--- src/rtl/branch_btb_predictor_pkg.sv ---
// Shared types, counter constants and PC index/tag helpers for the branch target buffer.
package branch_pkg;

  localparam int unsigned BTB_XLEN    = 32;
  localparam int unsigned BTB_ENTRIES = 16;
  localparam int unsigned BTB_CTR_W   = 2;
  localparam int unsigned BTB_IDX_W   = $clog2(BTB_ENTRIES);
  localparam int unsigned BTB_TAG_W   = BTB_XLEN - BTB_IDX_W - 2;

  function automatic logic [31:0] ctr_weak_taken(input int unsigned ctr_w);
    return 32'd1 << (ctr_w - 1);
  endfunction

  localparam logic [BTB_CTR_W-1:0] CTR_WEAK_TAKEN = BTB_CTR_W'(ctr_weak_taken(BTB_CTR_W));
  localparam logic [BTB_CTR_W-1:0] CTR_MAX        = '1;

  typedef struct packed {
    logic                 valid;
    logic                 is_jmp;
    logic [BTB_TAG_W-1:0] tag;
    logic [BTB_XLEN-1:0]  target;
    logic [BTB_CTR_W-1:0] ctr;
  } btb_entry_t;

  // Word-aligned PCs: bits [1:0] never take part in index or tag.
  function automatic logic [63:0] btb_index(input logic [63:0] pc, input int unsigned idx_w);
    return (pc >> 2) & ((64'd1 << idx_w) - 64'd1);
  endfunction

  function automatic logic [63:0] btb_tag(input logic [63:0] pc, input int unsigned idx_w);
    return pc >> (idx_w + 2);
  endfunction

endpackage

--- src/rtl/branch_btb_predictor_if.sv ---
// Lookup / prediction / training / redirect bundle between the branch pipe and the BTB.
interface branch_btb_predictor_if #(
  parameter int unsigned XLEN = 32
);
  logic            stall;
  logic            branch_squash;
  logic            btb_flush;
  logic            lookup_valid;
  logic [XLEN-1:0] lookup_pc;
  logic            pred_valid;
  logic            pred_hit;
  logic            pred_taken;
  logic [XLEN-1:0] pred_target;
  logic            upd_valid;
  logic [XLEN-1:0] upd_pc;
  logic            upd_is_jmp;
  logic            upd_taken;
  logic [XLEN-1:0] upd_target;
  logic            upd_pred_taken;
  logic [XLEN-1:0] upd_pred_target;
  logic            mispredict;
  logic [XLEN-1:0] redirect_pc;

  modport master (
    output stall, branch_squash, btb_flush, lookup_valid, lookup_pc,
           upd_valid, upd_pc, upd_is_jmp, upd_taken, upd_target,
           upd_pred_taken, upd_pred_target,
    input  pred_valid, pred_hit, pred_taken, pred_target, mispredict, redirect_pc
  );

  modport slave (
    input  stall, branch_squash, btb_flush, lookup_valid, lookup_pc,
           upd_valid, upd_pc, upd_is_jmp, upd_taken, upd_target,
           upd_pred_taken, upd_pred_target,
    output pred_valid, pred_hit, pred_taken, pred_target, mispredict, redirect_pc
  );
endinterface

--- src/rtl/branch_btb_predictor_sat_ctr.sv ---
// Saturating up/down direction counter step (combinational).
module branch_sat_ctr #(
  parameter int unsigned CTR_W = 2
) (
  input  logic [CTR_W-1:0] i_ctr,
  input  logic             i_inc,
  output logic [CTR_W-1:0] o_ctr
);
  always_comb begin
    o_ctr = i_ctr;
    if (i_inc) begin
      if (i_ctr != '1) o_ctr = i_ctr + 1'b1;
    end else begin
      if (i_ctr != '0) o_ctr = i_ctr - 1'b1;
    end
  end
endmodule

--- src/rtl/branch_btb_predictor.sv ---
// Direct-mapped BTB with per-entry direction counters: registered prediction, resolve-time training and redirect.
module branch_btb_predictor
  import branch_pkg::*;
#(
  parameter int unsigned XLEN    = 32,
  parameter int unsigned ENTRIES = 16,
  parameter int unsigned CTR_W   = 2
) (
  input  logic                   clk,
  input  logic                   rst_n,
  branch_btb_predictor_if.slave  bp
);
  localparam int unsigned IDX_W = $clog2(ENTRIES);
  localparam int unsigned TAG_W = XLEN - IDX_W - 2;
  localparam logic [CTR_W-1:0] CTR_INIT = CTR_W'(ctr_weak_taken(CTR_W));

  // Valid bits live apart from the payload so only they carry a reset.
  typedef struct packed {
    logic             is_jmp;
    logic [TAG_W-1:0] tag;
    logic [XLEN-1:0]  target;
    logic [CTR_W-1:0] ctr;
  } entry_t;

  entry_t             r_tbl [ENTRIES];
  logic [ENTRIES-1:0] r_valid;

  logic            r_pred_valid;
  logic            r_pred_hit;
  logic            r_pred_taken;
  logic [XLEN-1:0] r_pred_target;

  logic [IDX_W-1:0] w_lk_idx;
  logic [TAG_W-1:0] w_lk_tag;
  entry_t           w_lk_ent;
  logic             w_lk_hit;
  logic             w_lk_taken;

  logic [IDX_W-1:0] w_up_idx;
  logic [TAG_W-1:0] w_up_tag;
  entry_t           w_up_ent;
  logic             w_up_hit;
  logic             w_up_en;
  logic [CTR_W-1:0] w_up_ctr;
  logic             w_mis;

  assign w_lk_idx   = IDX_W'(btb_index(64'(bp.lookup_pc), IDX_W));
  assign w_lk_tag   = TAG_W'(btb_tag(64'(bp.lookup_pc), IDX_W));
  assign w_lk_ent   = r_tbl[w_lk_idx];
  assign w_lk_hit   = r_valid[w_lk_idx] && (w_lk_ent.tag == w_lk_tag);
  assign w_lk_taken = w_lk_hit && (w_lk_ent.is_jmp || w_lk_ent.ctr[CTR_W-1]);

  assign w_up_idx = IDX_W'(btb_index(64'(bp.upd_pc), IDX_W));
  assign w_up_tag = TAG_W'(btb_tag(64'(bp.upd_pc), IDX_W));
  assign w_up_ent = r_tbl[w_up_idx];
  assign w_up_hit = r_valid[w_up_idx] && (w_up_ent.tag == w_up_tag);
  assign w_up_en  = bp.upd_valid && !bp.stall;

  branch_sat_ctr #(.CTR_W(CTR_W)) u_sat_ctr (
    .i_ctr (w_up_ent.ctr),
    .i_inc (bp.upd_taken),
    .o_ctr (w_up_ctr)
  );

  always_ff @(posedge clk or negedge rst_n) begin
    if (!rst_n) begin
      r_pred_valid  <= 1'b0;
      r_pred_hit    <= 1'b0;
      r_pred_taken  <= 1'b0;
      r_pred_target <= '0;
    end else if (!bp.stall) begin
      if (bp.branch_squash || !bp.lookup_valid) begin
        r_pred_valid  <= 1'b0;
        r_pred_hit    <= 1'b0;
        r_pred_taken  <= 1'b0;
        r_pred_target <= '0;
      end else begin
        r_pred_valid  <= 1'b1;
        r_pred_hit    <= w_lk_hit;
        r_pred_taken  <= w_lk_taken;
        r_pred_target <= w_lk_taken ? w_lk_ent.target : '0;
      end
    end
  end

  always_ff @(posedge clk or negedge rst_n) begin
    if (!rst_n) begin
      r_valid <= '0;
    end else if (bp.btb_flush) begin
      r_valid <= '0;
    end else if (w_up_en && !w_up_hit && bp.upd_taken) begin
      r_valid[w_up_idx] <= 1'b1;
    end
  end

  always_ff @(posedge clk) begin
    if (w_up_en && !bp.btb_flush) begin
      if (w_up_hit) begin
        if (!w_up_ent.is_jmp) r_tbl[w_up_idx].ctr <= w_up_ctr;
        if (bp.upd_taken)     r_tbl[w_up_idx].target <= bp.upd_target;
      end else if (bp.upd_taken) begin
        r_tbl[w_up_idx] <= '{is_jmp: bp.upd_is_jmp, tag: w_up_tag,
                              target: bp.upd_target, ctr: CTR_INIT};
      end
    end
  end

  assign w_mis = w_up_en && ((bp.upd_taken != bp.upd_pred_taken) ||
                             (bp.upd_taken && (bp.upd_target != bp.upd_pred_target)));

  assign bp.mispredict  = w_mis;
  assign bp.redirect_pc = !w_mis        ? '0 :
                          bp.upd_taken  ? bp.upd_target :
                                          bp.upd_pc + XLEN'(4);

  assign bp.pred_valid  = r_pred_valid;
  assign bp.pred_hit    = r_pred_hit;
  assign bp.pred_taken  = r_pred_taken;
  assign bp.pred_target = r_pred_target;
endmodule

--- src/flat_wrapper.sv ---
// flat-port wrapper written by rule: the top's interface ports become plain ports
module branch_btb_predictor_flat import branch_pkg::*;
#(
  parameter int unsigned XLEN    = 32,
  parameter int unsigned ENTRIES = 16,
  parameter int unsigned CTR_W   = 2
)
  (clk, rst_n, bp_stall, bp_branch_squash, bp_btb_flush, bp_lookup_valid, bp_lookup_pc, bp_upd_valid, bp_upd_pc, bp_upd_is_jmp, bp_upd_taken, bp_upd_target, bp_upd_pred_taken, bp_upd_pred_target, bp_pred_valid, bp_pred_hit, bp_pred_taken, bp_pred_target, bp_mispredict, bp_redirect_pc);
  branch_btb_predictor_if #(.XLEN(XLEN)) bp_i ();
  input  logic clk;
  input  logic rst_n;
  input wire logic [$bits(bp_i.stall)-1:0] bp_stall;
  input wire logic [$bits(bp_i.branch_squash)-1:0] bp_branch_squash;
  input wire logic [$bits(bp_i.btb_flush)-1:0] bp_btb_flush;
  input wire logic [$bits(bp_i.lookup_valid)-1:0] bp_lookup_valid;
  input wire logic [$bits(bp_i.lookup_pc)-1:0] bp_lookup_pc;
  input wire logic [$bits(bp_i.upd_valid)-1:0] bp_upd_valid;
  input wire logic [$bits(bp_i.upd_pc)-1:0] bp_upd_pc;
  input wire logic [$bits(bp_i.upd_is_jmp)-1:0] bp_upd_is_jmp;
  input wire logic [$bits(bp_i.upd_taken)-1:0] bp_upd_taken;
  input wire logic [$bits(bp_i.upd_target)-1:0] bp_upd_target;
  input wire logic [$bits(bp_i.upd_pred_taken)-1:0] bp_upd_pred_taken;
  input wire logic [$bits(bp_i.upd_pred_target)-1:0] bp_upd_pred_target;
  output wire logic [$bits(bp_i.pred_valid)-1:0] bp_pred_valid;
  output wire logic [$bits(bp_i.pred_hit)-1:0] bp_pred_hit;
  output wire logic [$bits(bp_i.pred_taken)-1:0] bp_pred_taken;
  output wire logic [$bits(bp_i.pred_target)-1:0] bp_pred_target;
  output wire logic [$bits(bp_i.mispredict)-1:0] bp_mispredict;
  output wire logic [$bits(bp_i.redirect_pc)-1:0] bp_redirect_pc;
  assign bp_i.stall = bp_stall;
  assign bp_i.branch_squash = bp_branch_squash;
  assign bp_i.btb_flush = bp_btb_flush;
  assign bp_i.lookup_valid = bp_lookup_valid;
  assign bp_i.lookup_pc = bp_lookup_pc;
  assign bp_i.upd_valid = bp_upd_valid;
  assign bp_i.upd_pc = bp_upd_pc;
  assign bp_i.upd_is_jmp = bp_upd_is_jmp;
  assign bp_i.upd_taken = bp_upd_taken;
  assign bp_i.upd_target = bp_upd_target;
  assign bp_i.upd_pred_taken = bp_upd_pred_taken;
  assign bp_i.upd_pred_target = bp_upd_pred_target;
  assign bp_pred_valid = bp_i.pred_valid;
  assign bp_pred_hit = bp_i.pred_hit;
  assign bp_pred_taken = bp_i.pred_taken;
  assign bp_pred_target = bp_i.pred_target;
  assign bp_mispredict = bp_i.mispredict;
  assign bp_redirect_pc = bp_i.redirect_pc;
  branch_btb_predictor #(.XLEN(XLEN), .ENTRIES(ENTRIES), .CTR_W(CTR_W)) u_core (.clk(clk), .rst_n(rst_n), .bp(bp_i));
endmodule
--- config.mk ---
export PLATFORM = sky130hd
export DESIGN_NAME = branch_btb_predictor_flat
export DESIGN_NICKNAME = d
export VERILOG_FILES = /design/src/rtl/branch_btb_predictor_pkg.sv /design/src/rtl/branch_btb_predictor_if.sv /design/src/rtl/branch_btb_predictor_sat_ctr.sv /design/src/rtl/branch_btb_predictor.sv /design/src/flat_wrapper.sv
export SDC_FILE = /design/constraint.sdc
export NUM_CORES = 1
export LEC_CHECK = 0
export ABC_CLOCK_PERIOD_IN_PS = 4500
export CAP_MARGIN = 20
export CELL_PAD_IN_SITES_DETAIL_PLACEMENT = 0
export CELL_PAD_IN_SITES_GLOBAL_PLACEMENT = 1
export CORE_UTILIZATION = 35
export CTS_BUF_LIST = sky130_fd_sc_hd__clkbuf_4 sky130_fd_sc_hd__clkbuf_8
export DETAILED_ROUTE_END_ITERATION = 10
export PLACE_DENSITY_LB_ADDON = 0.3
export SYNTH_ARGS = -nofsm -noshare
export SYNTH_HDL_FRONTEND = slang
export SYNTH_SLANG_ARGS = --single-unit
--- constraint.sdc ---
create_clock -name clk -period 4.5 [get_ports clk]
set_clock_uncertainty 0.05 [all_clocks]
set_input_delay 0.675 -clock clk [delete_from_list [all_inputs] [get_ports clk]]
set_output_delay 0.675 -clock clk [all_outputs]
set_load 0.01 [all_outputs]
; Word level (Yosys, flattened, before mapping)
; Memories as Yosys holds them, arrays and structs flattened.
; Index checks and enable logic that the tools add are counted.
[word_totals]
register_bits = 51
latch_bits = 0
ram_bits = 976
rom_bits = 0
in_bits = 138
out_inout_bits = 68
word_cells = 70
n_memories = 1
[op_classes]
add_sub_neg = 3
multipliers = 0
div = 0
magnitude_cmp = 3
eq_ne = 5
n_shift = 0
n_mux = 31
bitwise_logic = 3
n_reduce_logical = 19
[memory_table]
columns = name, words, word_bits, read_ports, rd_ports_with_merged_regs, write_ports, line_no
row1 = u_core.r_tbl, 16, 61, 2, 0, 1, branch_btb_predictor.sv:25  ; entry_t r_tbl [ENTRIES];
[ops]
columns = cell, n
row1 = 32-bit 2-to-1 mux, 5
row2 = 26-bit == test, 2
row3 = 32-bit by 3-bit adder with 32-bit output (second input constant), 1
row4 = 16-bit 2-to-1 mux, 2
row5 = 32-bit != test, 1
row6 = 1-bit 2-to-1 mux, 17
row7 = 16-bit bitwise OR, 1
row8 = 1-bit logical AND, 10
row9 = 4-bit by 5-bit less-than comparator with 1-bit output (second input constant), 2
row10 = 1-bit binary-select mux with 4-bit select, 2
row11 = 2-bit 2-to-1 mux, 4
row12 = 1-bit demux with 4-bit select, 1
row13 = 4-bit by 1-bit >= comparator with 1-bit output (second input constant), 1
row14 = 1-bit logical NOT, 4
row15 = 2-bit nonzero test, 2
row16 = 1-bit logical OR, 3
row17 = 2-bit by 1-bit adder with 2-bit output (second input constant), 1
row18 = 2-bit != test (second input constant), 1
row19 = 1-bit bitwise OR, 2
row20 = 2-bit by 1-bit subtractor with 2-bit output (second input constant), 1
row21 = 1-bit != test, 1

; Depth between registers and ports, before layout
[logic_depth]
word_depth = 8
mapped_depth = 16
mapped_depth_nobuf = 9

; By module
; A second synthesis with hierarchy kept.
[unflattened]
hier_cells = 2387
area_unflattened_um2 = 45220.9
[modules_own_cells]
columns = mod, instances, cells_each, area_per_inst_um2, seq_area_each_um2
row1 = branch_btb_predictor, 1, 2384, 45194.6, 30584.3
row2 = branch_sat_ctr, 1, 3, 26.3, 0.0

; Worst setup path before layout
; OpenSTA, ideal clock, no wires.
[synth_path]
path_kind = input-to-reg
startpoint = input port bp_upd_pc[2]
endpoint = memory u_core.r_tbl[5][34] (netlist name), enable pin
setup_time_ps = 411
arrival_ps = 4039
t_required_ps = 4039
path_slack_ps = 0
stages = 11
path_buffers = 4
cell_sequence = buf_6 > buf_6 > buf_4 > mux4_2 > mux4_2 > xor2_1 > nor4_1 > nand4b_1 > nand2_1 > buf_2 > nor2_1
[synth_via]
elab_chain_len = 6
elab_cells_between_ends = 8
cone_classes = 1 x eq/ne / 5 x mux / 1 x reduce/logical / 1 x memory
[synth_rtl]
columns = item, line_no
row1 = "start, declared", flat_wrapper.sv:18  ; input wire logic [$bits(bp_i.upd_pc)-1:0] bp_upd_pc;
row2 = memory 16 x 61 bit / 1-bit binary-select mux with 4-bit select (equally long branches), n/a
row3 = 26-bit == test / 1-bit 2-to-1 mux (equally long branches), branch_btb_predictor.sv:56  ; assign w_up_hit = r_valid[w_up_idx] && (w_up_ent.tag == w_up_tag);
row4 = 1-bit logical AND, branch_btb_predictor.sv:56
row5 = 1-bit 2-to-1 mux, branch_btb_predictor.sv:98  ; if (w_up_hit) begin
row6 = 1-bit 2-to-1 mux, branch_btb_predictor.sv:97  ; if (w_up_en && !bp.btb_flush) begin
row7 = 1-bit 2-to-1 mux (not written as such), branch_btb_predictor.sv:102  ; r_tbl[w_up_idx] <= '{is_jmp: bp.upd_is_jmp, tag: w_up_tag,
row8 = "end, declared", branch_btb_predictor.sv:25
; Several ways; a longest one is shown, not always the timed one. The select of a mux whose other input is x is not followed.

; Worst setup path in the final report
[layout_path]
startpoint = input port bp_upd_pc[10]
endpoint = output port bp_redirect_pc[31]
[layout_via]
elab_chain_len = 3
[layout_rtl]
columns = item, line_no
row1 = 32-bit by 3-bit adder with 32-bit output, branch_btb_predictor.sv:114  ; bp.upd_pc + XLEN'(4);
row2 = 32-bit 2-to-1 mux, branch_btb_predictor.sv:113  ; bp.upd_taken ? bp.upd_target :
row3 = 32-bit 2-to-1 mux, branch_btb_predictor.sv:112  ; assign bp.redirect_pc = !w_mis ? '0 :
row4 = "end, declared", flat_wrapper.sv:29  ; output wire logic [$bits(bp_i.redirect_pc)-1:0] bp_redirect_pc;
; No other way between the ends.

==> results.cfg <==
[synth]
yosysWarnings = 0
synth_edf_count = 976
synth_area_leaders = edfxtp_1, mux4_2, dfrtp_1
seq_area_frac_synth_pct = 67.57
synth_area_um2 = 45260
synth_cell_types = 65
syn_area_per_cell_um2 = 18.59
yosys.area.top_type = edfxtp_1
synth_flop_cell = edfxtp_1
synth_top_area_share_pct = 64.75
synth-async-reset-ratio_pct = 4.966
synth_seq_cells = 1027
synth_nets = 2577
synth_cells = 2435

[layout]
final_common_cell = edfxtp_1
finish.instance_area_um2 = 55290
area_delta_synth_final_pct = 22.16
nNetsFinal = 3088
regArea_um2 = 30580
multi_input_area_um2 = 14040
final_layout_size_suffix_gt1_share_pct = 32.26
layout_common_cells = edfxtp_1, mux4_2, buf_4
fill_cells = 11290
instances_no_fill = 4750

[clocking]
path_clk_slew_ns = 0.06
tritoncts = done
clock_path_buffers = 3
clkSinkCount = 1027
cts_setup_buffers = 0
cts_inserted_buffers = 171
clock-root-buffer = clkbuf_8
htree_levels = 4
clkLatencyLatePin_ns = 0.90

[grt]
antenna_found_initial = 5
grt_first_pass_wirelength_um = 209200
grt_pass1_vias = 28090
overflow = 0
grt_max_degree = 100
grt.total_usage_pct = 22.61

[route]
via_per_inst = 5.655
vias = 26860
wl_per_cell_um = 31.07
ant_nets = 1
drt_first_iter_violations = 2916
wirelength_um = 147600
drt-pass1-iter-count = 5
route.detailed.drc = 0

[hold_path]
hp-class = input port to async pin

[floorplan]
die_h_um = 361.6
core_area_um2 = 127800
row_count = 131
die_w_um = 361.6
die_area_um2 = 130800
initial_core_util_pct = 35.40
ios = 206

[sta]
whs_ns = 0.3900
slew_viol_final = 0
tightest_slew_ns = 0.9878
fin_crit_sh_pct = 98.71
tns_ns = 0
fin_crit_ns = 4.442
final-setup-viol-count = 0
max_freq_ghz = 0.2251
hold_viol = 0
slew_headroom_pct = 34.15

[critical_path]
end_kind = output port
max_stage_delay_ns = 0.63
path_class = input port to output port
crit_buf_inv = 4
reg2reg_to = u_core.r_tbl[3][0]
reg2reg_from = u_core.r_tbl[15][50]
worstPathMaxFanout = 7
r2r_cells = 9
cp.required_ns = 3.77
path_cells = clkdlybuf4s50_1 > and3_1 > nand3_2 > nand4b_1 > buf_4 > nor2_1 > buf_4 > nand3_1 > xnor2_1 > nor2_2 > a21oi_1 > nor2_1 > clkdlybuf4s50_1
critPathArrivalTime_ns = 3.72
r2r_setup_slack_ns = 0.54
path_delay_family = buffers and inverters
critPathLaunchType = input port
cpMaxStageDelayCell = clkdlybuf4s50_1

[pwr]
seq_power_share_pct = 51.1
vdd.ir_drop.worst_mv = 0.3037
pwr-share-comb_pct = 8.7
p_leak_nw = 18.22
switching_share_pct = 23.66
cellPowerDensity_nw_per_um2 = 372.2
p_int_mw = 15.71
clkPwrFrac_pct = 40.2
p_sw_mw = 4.870

[flow_run]
max_cap_violations = 0

[placement]
place_congestion = 0.9478
post-dp-hpwl_um = 98050
postPlaceCellArea_um2 = 51810
io_buffers = 203
placed_cells = 4434

[run_status]
status = finished with violations
violations = antenna violations
-- logic make-up (layout without fill, tap and decap cells) --
logic type | Yosys count | in the layout | synth area share, %
compound gates | 225 | 225 | 3.345
buf+inv | 191 | 834 | 2.076
mux | 494 | 494 | 21.01
fa+ha+maj | 5 | 5 | 0.1327
flops | 1027 | 1027 | 67.57
xor+xnor | 108 | 108 | 2.090
simple gates | 385 | 385 | 3.781
other cells | 0 | 10 | 0
-- per-layer routing --
metal | GRT usage, % | part of all wire, % | wire length (µm)
met1 | 29.87 | 40 | 59540
met2 | 37.22 | 49 | 72800
met3 | 4.686 | 7.8 | 11450
met4 | 7.461 | 2.6 | 3794
met5 | 0 | 0.0047 | 7
-- stage by stage --
step | utilization [%] | power [mW] | setup slack [ns]
after floorplan | - | 11.61 | 0.0001279
after global placement | 40.53 | 12.49 | -0.5676
after detailed placement | 40.53 | 12.51 | -0.5128
after CTS | 43.20 | 20.79 | 0.006545
after global routing | 43.23 | 21.26 | -0.006942
final | 43.25 | 20.58 | 0.05788
-- layout make-up --
| class | count | area share (%) |
|---|---|---|
| diodes | 10 | 0.04526 |
| clock buffers | 234 | 5.168 |
| clock inverters | 71 | 0.9482 |
| inverters | 41 | 0.2783 |
| multi-input cells | 1217 | 25.39 |
| flip-flops and latches | 1027 | 55.31 |
| well taps | 1662 | 3.761 |
| repair buffers | 488 | 9.090 |
-- sequential cells by signal (all words and copies together) (netlist names) --
name and count:
u_core.r_tbl 976, u_core.bp.pred_valid 1, u_core.r_valid 16, u_core.bp.pred_hit 1
u_core.bp.pred_target 32, u_core.bp.pred_taken 1
-- worst max-delay path by stage --
stage / startpoint / end / depth (start not counted)
floorplan: bp_upd_pc[2] / u_core.r_tbl[5][34] / 11
detailed placement: bp_upd_pc[4] / u_core.r_tbl[3][0] / 13
global route: bp_upd_pc[17] / bp_redirect_pc[31] / 13
finish: bp_upd_pc[10] / bp_redirect_pc[31] / 13
CTS: bp_upd_pc[9] / bp_redirect_pc[21] / 11
global placement: bp_upd_pc[4] / u_core.r_tbl[3][0] / 13
-- synthesized netlist by cell type (12+ instances only) --
cell type,instances
nand3_1,26
o21ai_0,50
xor2_1,45
buf_2,44
edfxtp_1,976
buf_1,12
o22ai_1,21
nor4_1,13
a31oi_1,12
buf_6,14
buf_4,14
a211oi_1,15
nand2_1,147
mux2i_1,117
mux2_2,13
mux4_2,363
clkbuf_1,64
inv_1,39
nor3_1,23
dfrtp_1,51
xnor2_1,63
a21oi_1,40
nor2_1,116
a22oi_1,19
-- power by group through the flow --
stage               clock [mW]  combinational, mW  sequential [mW]
global placement             0               1.77             10.7
global route              8.85               1.89             10.5
detailed placement           0               1.80             10.7
CTS                       8.47               1.81             10.5
floorplan                    0              0.893             10.7
finish                    8.26               1.80             10.5
-- repair_timing --
item,in CTS,in global routing
pin swaps,1,1
hold endpoints to repair,51,0
cloned,0,0
endpoints found under the setup margin,7,18
hold buffers,1,0
resized for setup,9,10
Power figures use the tool's default switching activity.
